[src/rtl/tohost_pkg.sv]
// Shared state encoding and parameter defaults for the tohost/console monitor.
package tohost_pkg;

  typedef enum logic [1:0] {
    ST_RUN     = 2'd0,
    ST_PASS    = 2'd1,
    ST_FAIL    = 2'd2,
    ST_TIMEOUT = 2'd3
  } state_e;

  localparam logic [31:0] DEF_ADDR_TOHOST  = 32'h1000_1000;
  localparam logic [31:0] DEF_ADDR_CONSOLE = 32'h1000_0000;
  localparam logic [7:0]  DEF_PASS_CODE    = 8'h03;
  localparam int          DEF_TIMEOUT      = 20000;
  localparam int          DEF_FIFO_DEPTH   = 16;
  localparam int          DEF_CNT_W        = 32;

endpackage

[src/rtl/sync_fifo.sv]
// Single-clock FIFO; pointers carry one extra wrap bit to tell full from empty.
module sync_fifo #(
  parameter int WIDTH = 8,
  parameter int DEPTH = 16
) (
  input  logic             clk,
  input  logic             rst,
  input  logic             i_push,
  input  logic [WIDTH-1:0] i_wdata,
  input  logic             i_pop,
  output logic [WIDTH-1:0] o_rdata,
  output logic             o_full,
  output logic             o_empty
);

  localparam int AW = $clog2(DEPTH);

  logic [WIDTH-1:0] r_mem [DEPTH];
  logic [AW:0]      r_wr_ptr;
  logic [AW:0]      r_rd_ptr;
  logic             w_do_push;
  logic             w_do_pop;

  assign o_empty = (r_wr_ptr == r_rd_ptr);
  assign o_full  = (r_wr_ptr[AW] != r_rd_ptr[AW]) &&
                   (r_wr_ptr[AW-1:0] == r_rd_ptr[AW-1:0]);

  assign w_do_pop  = i_pop & ~o_empty;
  // A pop in the same cycle frees the slot, so a push into a full FIFO still lands.
  assign w_do_push = i_push & (~o_full | w_do_pop);

  assign o_rdata = o_empty ? '0 : r_mem[r_rd_ptr[AW-1:0]];

  always_ff @(posedge clk) begin
    if (rst) begin
      r_wr_ptr <= '0;
      r_rd_ptr <= '0;
    end else begin
      if (w_do_push) r_wr_ptr <= r_wr_ptr + 1'b1;
      if (w_do_pop)  r_rd_ptr <= r_rd_ptr + 1'b1;
    end
  end

  always_ff @(posedge clk) begin
    if (w_do_push) r_mem[r_wr_ptr[AW-1:0]] <= i_wdata;
  end

endmodule

[src/rtl/tohost_monitor.sv]
// Simulation-exit monitor: decodes tohost/console bus writes, tracks run state,
// cycle/instret counters and a console byte stream.
module tohost_monitor
  import tohost_pkg::*;
#(
  parameter logic [31:0] ADDR_TOHOST  = DEF_ADDR_TOHOST,
  parameter logic [31:0] ADDR_CONSOLE = DEF_ADDR_CONSOLE,
  parameter logic [7:0]  PASS_CODE    = DEF_PASS_CODE,
  parameter int          TIMEOUT      = DEF_TIMEOUT,
  parameter int          FIFO_DEPTH   = DEF_FIFO_DEPTH,
  parameter int          CNT_W        = DEF_CNT_W
) (
  input  logic             clk,
  input  logic             rst,
  input  logic             mem_valid,
  input  logic             mem_write,
  input  logic [3:0]       mem_wmask,
  input  logic [31:0]      mem_addr,
  input  logic [31:0]      mem_wdata,
  input  logic             retired,
  output logic             con_valid,
  output logic [7:0]       con_data,
  input  logic             con_ready,
  output logic [1:0]       state,
  output logic             done,
  output logic             pass,
  output logic [31:0]      exit_code,
  output logic [CNT_W-1:0] cycles,
  output logic [CNT_W-1:0] instret,
  output logic             con_overflow
);

  localparam bit              TMO_EN   = (TIMEOUT != 0);
  localparam logic [CNT_W-1:0] TMO_LAST = CNT_W'(TIMEOUT - 1);

  state_e           r_state;
  logic [31:0]      r_exit_code;
  logic [CNT_W-1:0] r_cycles;
  logic [CNT_W-1:0] r_instret;
  logic             r_overflow;

  logic w_wr;
  logic w_run;
  logic w_tohost_wr;
  logic w_con_req;
  logic w_tmo;
  logic w_pop;
  logic w_full;
  logic w_empty;
  logic [7:0] w_rdata;
  logic w_unused;

  assign w_unused = &{1'b0, mem_wmask[3:1]};

  assign w_wr        = mem_valid & mem_write & mem_wmask[0];
  assign w_run       = (r_state == ST_RUN);
  assign w_tohost_wr = w_run & w_wr & (mem_addr == ADDR_TOHOST);
  // Tohost decode wins when both addresses alias.
  assign w_con_req   = w_run & w_wr & (mem_addr == ADDR_CONSOLE) &
                       (mem_addr != ADDR_TOHOST);
  assign w_tmo       = TMO_EN & w_run & ~w_tohost_wr & (r_cycles == TMO_LAST);

  always_ff @(posedge clk) begin
    if (rst) begin
      r_state     <= ST_RUN;
      r_exit_code <= '0;
    end else if (w_tohost_wr) begin
      r_state     <= (mem_wdata[7:0] == PASS_CODE) ? ST_PASS : ST_FAIL;
      r_exit_code <= mem_wdata;
    end else if (w_tmo) begin
      r_state     <= ST_TIMEOUT;
    end
  end

  // The timeout edge itself does not count, leaving cycles at TIMEOUT-1.
  always_ff @(posedge clk) begin
    if (rst) begin
      r_cycles  <= '0;
      r_instret <= '0;
    end else begin
      if (w_run && !w_tmo && r_cycles != '1)
        r_cycles <= r_cycles + 1'b1;
      if (w_run && retired && r_instret != '1)
        r_instret <= r_instret + 1'b1;
    end
  end

  always_ff @(posedge clk) begin
    if (rst)
      r_overflow <= 1'b0;
    else if (w_con_req && w_full && !w_pop)
      r_overflow <= 1'b1;
  end

  assign w_pop = ~w_empty & con_ready;

  sync_fifo #(
    .WIDTH (8),
    .DEPTH (FIFO_DEPTH)
  ) u_con_fifo (
    .clk     (clk),
    .rst     (rst),
    .i_push  (w_con_req),
    .i_wdata (mem_wdata[7:0]),
    .i_pop   (w_pop),
    .o_rdata (w_rdata),
    .o_full  (w_full),
    .o_empty (w_empty)
  );

  assign con_valid    = ~w_empty;
  assign con_data     = w_rdata;
  assign state        = r_state;
  assign done         = (r_state != ST_RUN);
  assign pass         = (r_state == ST_PASS);
  assign exit_code    = r_exit_code;
  assign cycles       = r_cycles;
  assign instret      = r_instret;
  assign con_overflow = r_overflow;

endmodule

[config.mk]
export PLATFORM = sky130hd
export DESIGN_NAME = tohost_monitor
export DESIGN_NICKNAME = d
export VERILOG_FILES = /design/src/rtl/tohost_pkg.sv /design/src/rtl/sync_fifo.sv /design/src/rtl/tohost_monitor.sv
export SDC_FILE = /design/constraint.sdc
export NUM_CORES = 1
export LEC_CHECK = 0
export CORE_MARGIN = 10
export CORE_UTILIZATION = 57
export DETAILED_ROUTE_END_ITERATION = 8
export PLACE_DENSITY = 0.86
export SLEW_MARGIN = 20
export SYNTH_ARGS = -nofsm -noshare
export SYNTH_HDL_FRONTEND = slang
export SYNTH_SLANG_ARGS = --single-unit
export TNS_END_PERCENT = 50
[constraint.sdc]
create_clock -name clk -period 9.7 [get_ports clk]
set_input_delay 2.91 -clock clk [delete_from_list [all_inputs] [get_ports clk]]
set_output_delay 2.91 -clock clk [all_outputs]
set_load 0.05 [all_outputs]
==> impl_metrics.yaml, run 1 <==
cells_and_area:
  postLayoutCoreUtil: 0.7390
  fin_nets: 1097
  final_cells: 1257
  n_fill_cell: 1139
  multi_input_area_mm2: 0.003809
  drive_above_1_share: 0.09690
  syn_to_final_growth_pct: 26.93
  seq_area_mm2: 0.006107
  antenna-diode-count: 0
clock_network:
  cts_tree: "done"
  ctsResizeCount: 0
  postCtsSetupRepairBufs: 0
  hold_buffers: 0
  cts_inserted_buffers: 23
  clk_pin_slew_ps: 70
  cts-root-buf: "clkbuf_16"
  cts_max_level: 1
  clockBufferDepth: 3
  clk_latency_ps: 510
  cts.sinks: 241
power:
  power_mw: 2.011
  clockPowerShare: 0.431
  net-switching-power_mw: 0.4128
  power_frac_seq: 0.535
  intPower_mw: 1.599
  p_leak_nw: 4.028
  ir_drop_v: 0.0001265
  p_comb_frac: 0.034
  swShare: 0.2052
  powerDensity_mw_per_mm2: 156.8
floorplan:
  row_count: 48
  die_w_um: 153.1
  core_mm2: 0.01736
  start_util: 0.5822
  die-area_mm2: 0.02345
  chipHeight_um: 153.1
  num_io_pins: 184
worst_setup_path:
  path_max_fanout: 32
  criticalPathCategory: "reg2out"
  worstPathCellList: "buf_4 > mux4_2 > nor2b_1 > a211oi_1 > a211oi_1 > clkdlybuf4s50_1"
  rrSetupSlack_ps: 6110
  crit_top_cell: "a211oi_1"
  cp_slowest_cell: "clkdlybuf4s50_1"
  max_stage_delay_ps: 740
  endpoint: "con_data[2]"
  timing.rr.start: "state[1]"
  r2r_cells: 5
  setup.worst_path.end_class: "primary output"
  reg2reg_to: "u_con_fifo.r_mem[15][3]"
  cp_data_required_time_ps: 6790
  worstPathArrival_ps: 3330
  cp-start-kind: "flip-flop"
synthesis:
  avgSynthCellArea_um2: 11.96
  synth_flop_cell: "edfxtp_1"
  yosysSeqAreaShare: 0.6043
  syn-cell-area_mm2: 0.01010
  synthTopCellsByArea: "edfxtp_1 (38%), dfxtp_1 (22%), mux4_2 (7.1%), xnor2_1 (3.6%), nand2_1 (3.5%)"
  synth_top_area_share: 0.3804
  synthDistinctLibCells: 46
  synth_warnings: 0
  netlist_instances: 845
  synthesis.nets: 926
  synth_area_leader_cell: "edfxtp_1"
  ys_ff_latch: 241
  synth-edff-count: 128
  async_flop_share: 0
run_status:
  status: "finished, final reports clean"
placement:
  dpl.cell_count: 1216
  io_buffers: 180
  place.gp.congestion: 0.8872
  dpl.hpwl_um: 17280
grt:
  gr-total-overflow: 0
  grt_max_degree: 106
  grt_pass1_vias: 7333
  antenna_found_initial: 0
  global_route.usage.total: 0.2120
  grt_pass1_wl_um: 40910
flow_run:
  cap_violations: 0
routing:
  wirelength_um: 25750
  vias: 7396
  drtIter0Drc: 657
  vias_per_cell: 5.884
  ant_nets: 0
  wl_per_cell_um: 20.49
  drc: 0
  dr.pass1.iters: 5
sta:
  rsz0062_at_grt: "no"
  max_freq_mhz: 160.4
  finalCritPeriodShare: 0.6428
  hold_viol_final: 0
  slew_headroom: 0.2609
  setup_violations: 0
  setup_tns_ps: 0
  post-route-min-period_ps: 6235
  drv_slew: 0
  worst_pin_slew_ps: 1109
  finClkSkew_ps: 9.185
min_path:
  hold_class: "reg2reg"
worst min path at each step:
stage,from,to,slack (ps),cells after the start
after floorplan,u_con_fifo.r_wr_ptr[4],u_con_fifo.r_wr_ptr[4],470,2
after global placement,exit_code[28],exit_code[28],440,2
after detailed placement,exit_code[14],exit_code[14],440,2
after CTS,exit_code[28],exit_code[28],450,2
after global routing,exit_code[13],exit_code[13],460,2
final,exit_code[14],exit_code[14],450,2
cells in the final DEF, fill, tap and decap left out, drive strengths merged, types with 30 or more instances in the layout:
| master | n |
|---|---|
| a21oi | 45 |
| nand2 | 94 |
| clkbuf | 30 |
| edfxtp | 128 |
| nor2 | 88 |
| nor4 | 31 |
| nand3 | 31 |
| mux4 | 32 |
| xnor2 | 41 |
| dfxtp | 113 |
| nand4 | 32 |
| clkdlybuf4s50 | 179 |
| nor3 | 34 |
logic make-up (layout without fill, tap and decap cells):
kind of cell,count (synthesis),after routing,synth area share
simple gates,362,362,0.1810
flops,241,241,0.6043
compound gates,77,77,0.04705
xor+xnor,62,62,0.05374
buf+inv,51,238,0.02068
mux,45,45,0.08457
fa+ha+maj,7,7,0.008667
routing by layer:
| metal | share of wire | track usage | vias to the layer above |
|---|---|---|---|
| li1 | - | - | 3458 |
| met1 | 0.40 | 0.2661 | 3612 |
| met2 | 0.49 | 0.3496 | 294 |
| met3 | 0.093 | 0.06902 | 32 |
| met4 | 0.015 | 0.04678 | 0 |
| met5 | 0 | 0 | - |
worst max-delay path: cells and delay by family (launching register included):
family / cells / cell delay, ps
compound gates: 2 / 480
buf+inv: 2 / 1250
flops: 1 / 320
mux: 1 / 590
simple gates: 1 / 170
Yosys cell counts, types with 2 or more instances:
cell / count
nor2_1: 87
nor4_1: 27
nor4_2: 4
nand2_1: 94
and3_1: 6
nand4_1: 31
a21oi_1: 45
and2_1: 2
buf_1: 4
a211oi_1: 18
nor4b_1: 4
inv_1: 7
ha_1: 7
edfxtp_1: 128
mux4_2: 32
clkbuf_1: 31
nand3_1: 31
buf_2: 8
xor2_1: 21
or3_1: 11
mux2_2: 2
and4_1: 5
o21ai_0: 9
nor3_1: 33
xnor2_1: 41
nor4b_2: 2
nor2b_1: 12
nand2b_1: 4
dfxtp_1: 113
mux2i_1: 10
state kept, by name, indices dropped and copies added, names as in the netlist, named ones only:
register and flops:
u_con_fifo.r_mem 128, cycles 32, exit_code 32, instret 32
u_con_fifo.r_rd_ptr 5, u_con_fifo.r_wr_ptr 5, state 2, con_overflow 1
layout make-up:
cell class	count	area share
well taps	225	0.02195
repair buffers	190	0.1461
clock inverters	11	0.006731
multi-input cells	553	0.2969
clock buffers	30	0.05004
inverters	7	0.002049
flip-flops and latches	241	0.4761
power groups by stage:
| stage | clock network (mW) | registers (mW) | logic (mW) |
|---|---|---|---|
| floorplan | 0 | 1.10 | 0.0147 |
| global placement | 0 | 1.10 | 0.0658 |
| detailed placement | 0 | 1.10 | 0.0671 |
| CTS | 0.878 | 1.08 | 0.0676 |
| global route | 0.917 | 1.08 | 0.0721 |
| finish | 0.868 | 1.08 | 0.0674 |
metrics by stage:
step / hold WS, ps / cell area [um^2] / setup WS (ps)
floorplan: 470.5 / 10100 / 4046
global placement: 437.8 / 12090 / 3519
detailed placement: 442.3 / 12090 / 3468
CTS: 450.8 / 12820 / 3390
global route: 461.8 / 12830 / 3300
finish: 450.1 / 12830 / 3465
Note: power is estimated with default switching activity, not from simulation.
==> run 2: changes to the inputs <==
--- a/config.mk
+++ b/config.mk
@@ -6,9 +6,9 @@
 export NUM_CORES = 1
 export LEC_CHECK = 0
 export CORE_MARGIN = 10
-export CORE_UTILIZATION = 57
+export CORE_UTILIZATION = 53
 export DETAILED_ROUTE_END_ITERATION = 8
-export PLACE_DENSITY = 0.86
+export PLACE_DENSITY = 0.81
 export SLEW_MARGIN = 20
 export SYNTH_ARGS = -nofsm -noshare
 export SYNTH_HDL_FRONTEND = slang
==> constraint.sdc (replaced) <==
create_clock -name clk -period 6.51 [get_ports clk]
set_input_delay 1.953 -clock clk [delete_from_list [all_inputs] [get_ports clk]]
set_output_delay 1.953 -clock clk [all_outputs]
set_load 0.05 [all_outputs]
==> impl_metrics.yaml, run 2 (synthesis gave the netlist of run 1 again) <==
power:
  ir_drop_v: 0.0001785
  p_leak_nw: 4.114
  powerDensity_mw_per_mm2: 246.1
placement:
  place.gp.congestion: 0.8598
  dpl.hpwl_um: 17190
  dpl.cell_count: 1227
  io_buffers: 180
  place_area_mm2: 0.01212
sta:
  finClkSkew_ps: 18.87
  setup_tns_ps: 0
  post-route-min-period_ps: 5348
  max_freq_mhz: 187.0
  drv_slew: 0
  worst_pin_slew_ps: 980.1
  slew_headroom: 0.3442
  hold_viol_final: 0
  rsz0062_at_grt: "no"
  setup_violations: 0
  finalCritPeriodShare: 0.8215
clock_network:
  clockBufferDepth: 3
  clk_pin_slew_ps: 60
  cts_tree: "done"
  clk_latency_ps: 520
  postCtsSetupRepairBufs: 0
  cts.sinks: 241
  hold_buffers: 0
  cts_max_level: 1
  ctsResizeCount: 0
  cts_inserted_buffers: 25
  cts-root-buf: "clkbuf_16"
floorplan:
  die_w_um: 158.1
  die-area_mm2: 0.02499
  chipHeight_um: 158.1
  start_util: 0.5402
  row_count: 50
  core_mm2: 0.01871
  num_io_pins: 184
grt:
  global_route.usage.total: 0.2028
  grt_use_met3: 0.06404
  gr-total-overflow: 0
  grt_max_degree: 67
  grt.busiest_layer: "met2"
  grt_pass1_vias: 7305
  grt_pass1_wl_um: 40230
  antenna_found_initial: 0
  gr-usage-met2: 0.3355
  use_met1: 0.2567
worst_setup_path:
  path_max_fanout: 10
  cp-start-kind: "flip-flop"
  worstPathArrival_ps: 3390
  setup.worst_path.end_class: "primary output"
  r2r_cells: 5
  criticalPathCategory: "reg2out"
  cp_data_required_time_ps: 4560
routing:
  ant_nets: 0
  drtIter0Drc: 480
  wl_per_cell_um: 20.22
  dr.pass1.iters: 4
  drc: 0
  vias: 7294
  wirelength_um: 25740
  vias_per_cell: 5.730
cells_and_area:
  final_common_cell: "clkdlybuf4s50_1"
  largest_reg_flops: 128
  stdcell_area_mm2: 0.01300
  n_fill_cell: 1303
  fin_nets: 1101
  syn_to_final_growth_pct: 28.62
  drive_above_1_share: 0.09913
  final_cells: 1273
  final_cell_mix: "clkdlybuf4s50_1 (179), edfxtp_1 (128), dfxtp_1 (112)"
  antenna-diode-count: 0
min_path:
  holdPathStages: 2
  hold_class: "reg2reg"
run_status:
  status: "finished, final reports clean"
flow_run:
  cap_violations: 0
## run 2: final cells by class
cell class	count	area (um^2)	area share
clock buffer	36	716.9	0.05517
clock inverter	10	153.9	0.01184
inverter	7	26.28	0.002022
multi-input combinational	553	3810	0.2932
sequential	241	6107	0.4699
tap	234	292.8	0.02253
timing repair buffer	192	1889	0.1454
## run 2: where the power goes
| group | total (mW) | switching [mW] | internal (mW) |
|---|---|---|---|
| logic | 0.101 | 0.0530 | 0.0483 |
| registers | 1.60 | 0.00386 | 1.60 |
| clock network | 1.49 | 0.570 | 0.923 |
| total | 3.20 | 0.626 | 2.57 |
## run 2: worst max-delay path, cell delays in order, from the launching register on
cell and delay (ps):
dfxtp_1 550, xor2_1 120, nor4_1 790, and2_1 520, a211oi_1 130, clkdlybuf4s50_1 760
## run 2: metal layers
| layer | part of all wire | vias up |
|---|---|---|
| li1 | - | 3483 |
| met1 | 0.41 | 3539 |
| met2 | 0.49 | 243 |
| met3 | 0.084 | 29 |
| met4 | 0.012 | 0 |
| met5 | 0 | - |
## run 2: per-stage QoR
stage	total power, mW	worst slack (ps)	hold slack, ps	utilization
2_1_floorplan	1.668	1813	470.5	-
3_3_place_gp	1.736	1286	437.4	0.6479
3_5_place_dp	1.738	1253	443.8	0.6479
4_1_cts	3.219	1072	452.3	0.6944
5_1_grt	3.297	975.8	461.6	0.6948
6_report	3.199	1162	448.5	0.6948
## run 2: final timing paths
path,start,to,slack [ps]
worst max-delay path,u_con_fifo.r_wr_ptr[2],con_data[1],1160
worst min-delay path,exit_code[11],exit_code[11],450
worst max register to register,state[1],u_con_fifo.r_mem[7][4],2970
worst min register to register,exit_code[11],exit_code[11],450
